--- config.mk ---
export PLATFORM = sky130hd
export DESIGN_NAME = program_loader_flat
export DESIGN_NICKNAME = d
export VERILOG_FILES = /design/src/rtl/program_loader_if.sv /design/src/rtl/program_loader.sv /design/src/flat_wrapper.sv
export SDC_FILE = /design/constraint.sdc
export NUM_CORES = 1
export LEC_CHECK = 0
export CORE_UTILIZATION = 53
export CTS_BUF_LIST = sky130_fd_sc_hd__clkbuf_2 sky130_fd_sc_hd__clkbuf_4 sky130_fd_sc_hd__clkbuf_8
export DETAILED_ROUTE_END_ITERATION = 8
export PLACE_DENSITY = 0.79
export SLEW_MARGIN = 5
export SYNTH_ARGS = -nofsm -noshare
export SYNTH_HDL_FRONTEND = slang
export SYNTH_SLANG_ARGS = --single-unit
--- constraint.sdc ---
create_clock -name clk -period 7.3 [get_ports clk]
set_clock_uncertainty 0.15 [all_clocks]
set_input_delay 2.19 -clock clk [delete_from_list [all_inputs] [get_ports clk]]
set_output_delay 2.19 -clock clk [all_outputs]
set_load 0.01 [all_outputs]
--- src/rtl/program_loader_if.sv ---
// ============================================================================
// Module   : program_loader_if
// Purpose  : Byte-stream valid/ready channel from the host to the program loader.
// Revision : 1.0
// ============================================================================
`default_nettype none

interface program_loader_if;
  logic [7:0] byte_in;
  logic       byte_valid;
  logic       byte_ready;

  modport master (output byte_in, output byte_valid, input byte_ready);
  modport slave  (input byte_in, input byte_valid, output byte_ready);
endinterface

`default_nettype wire

--- src/rtl/program_loader.sv ---
// ============================================================================
// Module   : program_loader
// Purpose  : Loads length/words/checksum byte stream into instruction memory.
// Revision : 1.0
// ============================================================================
`default_nettype none

module program_loader #(
  parameter int ADDR_WIDTH     = 8,
  parameter int DATA_WIDTH     = 16,
  parameter int TIMEOUT_CYCLES = 1024
) (
  input  wire logic                  clk,
  input  wire logic                  rst,
  input  wire logic                  start_i,
  program_loader_if.slave            byte_if,
  output logic [ADDR_WIDTH-1:0]      imem_addr_o,
  output logic [DATA_WIDTH-1:0]      imem_data_o,
  output logic                       imem_we_o,
  output logic                       cpu_hold_o,
  output logic                       done_o,
  output logic                       error_o,
  output logic [1:0]                 error_code_o,
  output logic [ADDR_WIDTH:0]        word_count_o
);

  localparam int TW = $clog2(TIMEOUT_CYCLES + 1);
  localparam logic [TW-1:0] C_TOUT_LAST = TW'(TIMEOUT_CYCLES - 1);

  localparam logic [2:0] S_IDLE  = 3'd0;
  localparam logic [2:0] S_LEN   = 3'd1;
  localparam logic [2:0] S_HI    = 3'd2;
  localparam logic [2:0] S_LO    = 3'd3;
  localparam logic [2:0] S_WRITE = 3'd4;
  localparam logic [2:0] S_CSUM  = 3'd5;
  localparam logic [2:0] S_DONE  = 3'd6;
  localparam logic [2:0] S_ERROR = 3'd7;

  localparam logic [1:0] C_ERR_NONE  = 2'b00;
  localparam logic [1:0] C_ERR_CSUM  = 2'b01;
  localparam logic [1:0] C_ERR_TOUT  = 2'b10;

  logic [2:0]            state_q, state_d;
  logic [7:0]            len_q;
  logic [7:0]            csum_q;
  logic [TW-1:0]         tout_q;
  logic [ADDR_WIDTH-1:0] addr_q;
  logic [DATA_WIDTH-1:0] data_q;
  logic [ADDR_WIDTH:0]   count_q;
  logic [1:0]            ecode_q;

  logic                  w_ready;
  logic                  w_xfer;
  logic                  w_start_ok;
  logic                  w_waiting;
  logic                  w_tout_hit;
  logic [ADDR_WIDTH:0]   w_count_inc;

  assign w_xfer      = byte_if.byte_valid & w_ready;
  assign w_start_ok  = start_i & ((state_q == S_IDLE) | (state_q == S_DONE) | (state_q == S_ERROR));
  assign w_waiting   = (state_q == S_HI) | (state_q == S_LO) | (state_q == S_CSUM);
  assign w_tout_hit  = w_waiting & ~w_xfer & (tout_q == C_TOUT_LAST);
  assign w_count_inc = count_q + 1'b1;

  always_ff @(posedge clk or posedge rst) begin
    if (rst) begin
      state_q <= S_IDLE;
    end else begin
      state_q <= state_d;
    end
  end

  always_comb begin
    state_d = state_q;
    case (state_q)
      S_IDLE, S_DONE, S_ERROR: begin
        if (w_start_ok) state_d = S_LEN;
      end
      S_LEN: begin
        if (w_xfer) state_d = (byte_if.byte_in == 8'h00) ? S_CSUM : S_HI;
      end
      S_HI: begin
        if (w_xfer)          state_d = S_LO;
        else if (w_tout_hit) state_d = S_ERROR;
      end
      S_LO: begin
        if (w_xfer)          state_d = S_WRITE;
        else if (w_tout_hit) state_d = S_ERROR;
      end
      S_WRITE: begin
        state_d = (w_count_inc == (ADDR_WIDTH+1)'(len_q)) ? S_CSUM : S_HI;
      end
      S_CSUM: begin
        if (w_xfer)          state_d = (byte_if.byte_in == csum_q) ? S_DONE : S_ERROR;
        else if (w_tout_hit) state_d = S_ERROR;
      end
      default: state_d = S_IDLE;
    endcase
  end

  always_comb begin
    w_ready    = w_waiting | (state_q == S_LEN);
    imem_we_o  = (state_q == S_WRITE);
    done_o     = (state_q == S_DONE);
    error_o    = (state_q == S_ERROR);
    cpu_hold_o = (state_q != S_DONE);
  end

  assign byte_if.byte_ready = w_ready;
  assign imem_addr_o        = addr_q;
  assign imem_data_o        = data_q;
  assign error_code_o       = ecode_q;
  assign word_count_o       = count_q;

  always_ff @(posedge clk or posedge rst) begin
    if (rst) begin
      len_q   <= '0;
      csum_q  <= '0;
      tout_q  <= '0;
      addr_q  <= '0;
      data_q  <= '0;
      count_q <= '0;
      ecode_q <= C_ERR_NONE;
    end else begin
      // Idle counter only runs while a byte is owed and none arrives.
      if (w_waiting && !w_xfer) tout_q <= tout_q + 1'b1;
      else                      tout_q <= '0;

      if (w_start_ok) begin
        csum_q  <= '0;
        addr_q  <= '0;
        count_q <= '0;
        ecode_q <= C_ERR_NONE;
      end

      case (state_q)
        S_LEN: if (w_xfer) len_q <= byte_if.byte_in;
        S_HI: if (w_xfer) begin
          data_q[15:8] <= byte_if.byte_in;
          csum_q       <= csum_q ^ byte_if.byte_in;
        end
        S_LO: if (w_xfer) begin
          data_q[7:0] <= byte_if.byte_in;
          csum_q      <= csum_q ^ byte_if.byte_in;
        end
        S_WRITE: begin
          addr_q  <= addr_q + 1'b1;
          count_q <= w_count_inc;
        end
        S_CSUM: if (w_xfer && byte_if.byte_in != csum_q) ecode_q <= C_ERR_CSUM;
        default: ;
      endcase

      if (w_tout_hit) ecode_q <= C_ERR_TOUT;
    end
  end

endmodule

`default_nettype wire

--- src/flat_wrapper.sv ---
// flat-port wrapper written by rule: the top's interface ports become plain ports
module program_loader_flat 
#(
  parameter int ADDR_WIDTH     = 8,
  parameter int DATA_WIDTH     = 16,
  parameter int TIMEOUT_CYCLES = 1024
)
  (clk, rst, start_i, imem_addr_o, imem_data_o, imem_we_o, cpu_hold_o, done_o, error_o, error_code_o, word_count_o, byte_if_byte_in, byte_if_byte_valid, byte_if_byte_ready);
  program_loader_if byte_if_i ();
  input  wire logic clk;
  input  wire logic rst;
  input  wire logic start_i;
  output logic [ADDR_WIDTH-1:0] imem_addr_o;
  output logic [DATA_WIDTH-1:0] imem_data_o;
  output logic imem_we_o;
  output logic cpu_hold_o;
  output logic done_o;
  output logic error_o;
  output logic [1:0] error_code_o;
  output logic [ADDR_WIDTH:0] word_count_o;
  input wire logic [$bits(byte_if_i.byte_in)-1:0] byte_if_byte_in;
  input wire logic [$bits(byte_if_i.byte_valid)-1:0] byte_if_byte_valid;
  output wire logic [$bits(byte_if_i.byte_ready)-1:0] byte_if_byte_ready;
  assign byte_if_i.byte_in = byte_if_byte_in;
  assign byte_if_i.byte_valid = byte_if_byte_valid;
  assign byte_if_byte_ready = byte_if_i.byte_ready;
  program_loader #(.ADDR_WIDTH(ADDR_WIDTH), .DATA_WIDTH(DATA_WIDTH), .TIMEOUT_CYCLES(TIMEOUT_CYCLES)) u_core (.clk(clk), .rst(rst), .start_i(start_i), .byte_if(byte_if_i), .imem_addr_o(imem_addr_o), .imem_data_o(imem_data_o), .imem_we_o(imem_we_o), .cpu_hold_o(cpu_hold_o), .done_o(done_o), .error_o(error_o), .error_code_o(error_code_o), .word_count_o(word_count_o));
endmodule
# Word-level counts from Yosys, hierarchy flattened
# Cells that the tools add are included.
[totals] register_bits=65 elab_cells=71 output_inout_bits=40
[classes] n_reduce_logical=12 muxes=22 add_sub_neg=3 bitwise_logic=11 eq_ne=14
[op_table] op="two-way mux 8 bit" count=5
[op_table] op="two-way mux 3 bit" count=8
[op_table] op="two-way mux 9 bit" count=2
[op_table] op="case mux 3 bit (6 select lines)" count=1
[op_table] op="equality test 3 bit (second input constant)" count=4
[op_table] op="adder 11 x 1 -> 11 bit (second input constant)" count=1
[op_table] op="equality test 11 x 10 -> 1 bit (second input constant)" count=1
[op_table] op="two-way mux 11 bit" count=1
[op_table] op="adder 9 x 1 -> 9 bit (second input constant)" count=1
[op_table] op="equality test 9 x 8 -> 1 bit" count=1
[op_table] op="adder 8 x 1 -> 8 bit (second input constant)" count=1
[op_table] op="equality test 8 bit" count=1
[op_table] op="logical NOT 8 bit" count=1
[op_table] op="two-way mux 2 bit" count=4
[op_table] op="!= test 8 bit" count=1
[op_table] op="AND reduction 2 bit" count=4
[op_table] op="bitwise XOR 8 bit" count=1
[op_table] op="equality test 3 x 2 -> 1 bit (second input constant)" count=2
[op_table] op="OR 1 bit" count=5
[op_table] op="AND 1 bit" count=4
[op_table] op="!= test 2 x 1 -> 1 bit (second input constant)" count=2
[op_table] op="equality test 3 x 1 -> 1 bit (second input constant)" count=1
[op_table] op="logical NOT 3 bit" count=1
[op_table] op="!= test 3 bit (second input constant)" count=1
[op_table] op="7 further kinds" count=8

# Depth between registers and ports, before layout
[logic_depth] word_depth=11 mapped_depth=9 mapped_depth_nobuf=7

# Worst setup path before layout
# No wires, ideal clock.
[synth_timing] path_type="input to register" start="input port byte_if_byte_valid" end="register u_core.data_q[10], in the netlist u_core.imem_data_o[10]" path_stages=4 required_ns=7.025 n_path_buf=1 setup_ns=0.125 setup_slack_ns=3.692 arrival_ns=3.333 cell_sequence="clkbuf_1 > nand2_1 > nor2_1 > mux2_2"
[synth_between] elab_chain_cells=2
[synth_lines] element="start, declared" line_no="flat_wrapper.sv:22" text="input wire logic [$bits(byte_if_i.byte_valid)-1:0] byte_if_byte_valid;"
[synth_lines] element="AND 1 bit" line_no="program_loader.sv:59" text="assign w_xfer = byte_if.byte_valid & w_ready;"
[synth_lines] element="AND reduction 2 bit (no source line)"
[synth_lines] element="end signal, assigned" line_no="program_loader.sv:139" text="data_q[15:8] <= byte_if.byte_in;"
[synth_lines] element="end, declared" line_no="program_loader.sv:48" text="logic [DATA_WIDTH-1:0] data_q;"
# Every way passes these cells.
# A chain may end at the register's enable or synchronous reset.

# Worst setup path in the final report
[layout_timing] start="register u_core.state_q[0]" end="output port imem_we_o"
[layout_between] elab_chain_cells=1
[layout_lines] element="start, declared" line_no="program_loader.sv:43" text="logic [2:0] state_q, state_d;"
[layout_lines] element="start signal, assigned" line_no="program_loader.sv:69" text="state_q <= state_d;"
[layout_lines] element="equality test 3 bit" line_no="program_loader.sv:103" text="imem_we_o = (state_q == S_WRITE);"
[layout_lines] element="end, declared" line_no="flat_wrapper.sv:15" text="output logic imem_we_o;"
# Every way passes these cells.

==> flow_summary.yaml <==
timing:
  rsz0062_at_grt: "no"
  final_max_slew_viol_count: 0
  fin_crit_sh_pct: 66.11
  worstMarginPinSlew_ns: 0.8079
  clock.fmax_ghz: 0.2072
  period_needed_ns: 4.826
  relSlewSlack_pct: 46.14
  whs_ns: 0.3480
  setup_viol: 0
  hold_viol_final: 0
  fin_setup_tns_ns: 0
floorplan:
  die_x_um: 79.91
  fp.dieArea_um2: 6385
  start_util_pct: 54.66
  rows: 28
  io_pins: 52
  fp.coreArea_um2: 5886
  die_h_um: 79.91
grt:
  antenna_found_initial: 0
  grt_pass1_wl_um: 11180
  grt-ovfl-total: 0
  grt_use_met2_pct: 33.93
  grtUsageMet3_pct: 4.343
  grt_max_degree: 66
  grt_pass1_vias: 2379
  busiest_layer: "met2"
  grt.total_usage_pct: 22.96
  use_met1_pct: 32.69
synth:
  async_reset_ff_share_pct: 100.0
  synthDistinctLibCells: 35
  yosys.area.top_type_share_pct: 50.56
  synth_top_cell_by_area: "dfrtp_1"
  synthTopCellsByArea: "dfrtp_1 (51%), mux2_2 (8.4%), o21ai_0 (6.1%), nand2_1 (5.8%), xnor2_1 (5.2%)"
  ys_ff_latch: 65
  synthTopCellsByCount: "dfrtp_1 (65), nand2_1 (50), o21ai_0 (39), nor2_1 (27), mux2_2 (24)"
  syn_area_um2: 3217
  ys_warn_count: 0
  yosys.cell_count.top_type: "dfrtp_1"
  syn_avg_cell_area_um2: 9.719
  ys.flop_type: "dfrtp_1"
  syn_nets: 346
  syn_inst: 331
  synth_edf_count: 0
  ys_seq_area_share_pct: 50.56
power_and_ir_drop:
  p_clk_share_pct: 21.5
  total_power_mw: 1.436
  pwr-share-comb_pct: 38.2
  ir_drop_v: 0.0002225
  p_sw_uw: 490.0
  intPower_uw: 945.8
  p_seq_share_pct: 40.3
  powerDensity_nw_per_um2: 360.1
  netSwitchingFraction_pct: 34.13
  leakagePower_nw: 1.663
outcome:
  status: "finished, final reports clean"
worst_setup_path:
  critical_path_peak_fanout: 19
  critPathCaptureType: "output pin"
  cp-startpoint: "u_core.state_q[0]"
  arrival_ns: 2.49
  cp.required_ns: 4.96
  r2r-start: "u_core.state_q[1]"
  cp-start-kind: "flop"
  crit_type: "flop to output pin"
  timing.reg2reg.setup_slack_ns: 4.48
final_layout:
  final_area_um2: 3988
  finish.utilization_pct: 67.75
  synthToLayoutAreaGrowth_pct: 23.96
  fin_nets: 398
  diodes: 0
  n_fill_cell: 489
  drive_gt1_share_pct: 11.63
route:
  vias: 2609
  drt_iter0_drc: 222
  drt_first_pass_iters: 4
  viasPerCell: 5.647
  wire_per_inst_um: 14.60
  ant_nets: 0
  remaining_drc_errors: 0
  routed_wl_um: 6744
placement:
  routabilityCongestion: 0.8813
  port_buffers: 51
  place_area_um2: 3789
  dp_hpwl_um: 4570
clock_network:
  cts-hold-fix-buffers: 0
  cts_buffers: 9
  clk_latency_ns: 0.33
  ctsResizeCount: 0
  cts-root-buf: "clkbuf_8"
  clock_path_buffers: 2
  post-cts-setup-buffers: 0
  clkTransAtPathRegs_ns: 0.07
  cts_sinks: 65
  htree_levels: 3
  cts_tree: "built"
hold_path:
  hold_path.class: "flop to flop"
  hold_start: "u_core.imem_addr_o[7]"
flow_run:
  max-cap-violations: 0
worst max-delay path: stages, from the launching register on:
cell	delay [ns]
dfrtp_1	0.51
nor2_1	0.18
nand2_1	0.37
inv_1	0.46
clkdlybuf4s50_1	0.62
layout make-up:
| type | count | area [um2] | area share [%] |
|---|---|---|---|
| tap | 75 | 93.84 | 2.353 |
| multi-input combinational | 249 | 1524 | 38.22 |
| sequential | 65 | 1627 | 40.79 |
| timing repair buffer | 53 | 525.5 | 13.18 |
| clock buffer | 12 | 158.9 | 3.985 |
| clock inverter | 3 | 40.04 | 1.004 |
| inverter | 5 | 18.77 | 0.4707 |
cells in the final DEF, fill, tap and decap left out, types with 4 or more instances in the layout:
cell type / netlist / routed
xnor2_1: 19 / 19
nand2_1: 50 / 50
dfrtp_1: 65 / 65
xor2_1: 10 / 10
nor2_1: 27 / 27
clkdlybuf4s50_1: 0 / 51
clkbuf_8: 0 / 11
nand4_1: 8 / 8
o31ai_1: 5 / 5
a21oi_1: 7 / 7
o21ai_0: 39 / 39
inv_1: 5 / 4
nor3_1: 7 / 7
nand3_1: 19 / 19
mux2_2: 24 / 24
registers in the layout, indices dropped and copies added, names as in the netlist:
signal               flops
u_core.word_count_o      9
u_core.error_code_o      2
u_core.imem_data_o      16
u_core.imem_addr_o       8
u_core.tout_q           11
u_core.len_q             8
u_core.state_q           3
u_core.csum_q            8
path summary, 6_finish.rpt:
kind | to | cells past startpoint
hold reg to reg | u_core.imem_addr_o[7] | 1
setup reg to reg | u_core.imem_data_o[13] | 4
hold / removal | u_core.imem_addr_o[7] | 1
max in group asynchronous | u_core.word_count_o[2] | 3
min in group asynchronous | u_core.imem_data_o[7] | 3
setup / recovery | imem_we_o | 4
stage by stage:
step | worst slack [ns] | cells
after floorplan | 3.334 | 331
final | 2.474 | 462
after global placement | 2.803 | 447
after CTS | 2.475 | 462
after global routing | 2.278 | 462
after detailed placement | 2.678 | 447
cell families after synthesis:
group / share of synthesized area [%]
simple gates: 19.56
fa+ha+maj: 1.167
flops: 50.56
mux: 8.401
buf+inv: 2.062
compound gates: 10.35
xor+xnor: 7.896
power by group through the flow:
stage / registers, mW / clock network (mW) / logic [mW]
floorplan: 0.582 / 0 / 0.332
global placement: 0.579 / 0 / 0.535
detailed placement: 0.583 / 0 / 0.546
CTS: 0.579 / 0.311 / 0.551
global route: 0.597 / 0.327 / 0.604
finish: 0.579 / 0.308 / 0.548
layer usage:
| layer | vias up | share of wire (%) | wire length (um) |
|---|---|---|---|
| li1 | 1266 | - | - |
| met1 | 1256 | 49 | 3278 |
| met2 | 70 | 45 | 3004 |
| met3 | 17 | 5.0 | 338 |
| met4 | 0 | 1.8 | 123 |
| met5 | - | 0 | 0 |
(Power assumes the default switching activity.)
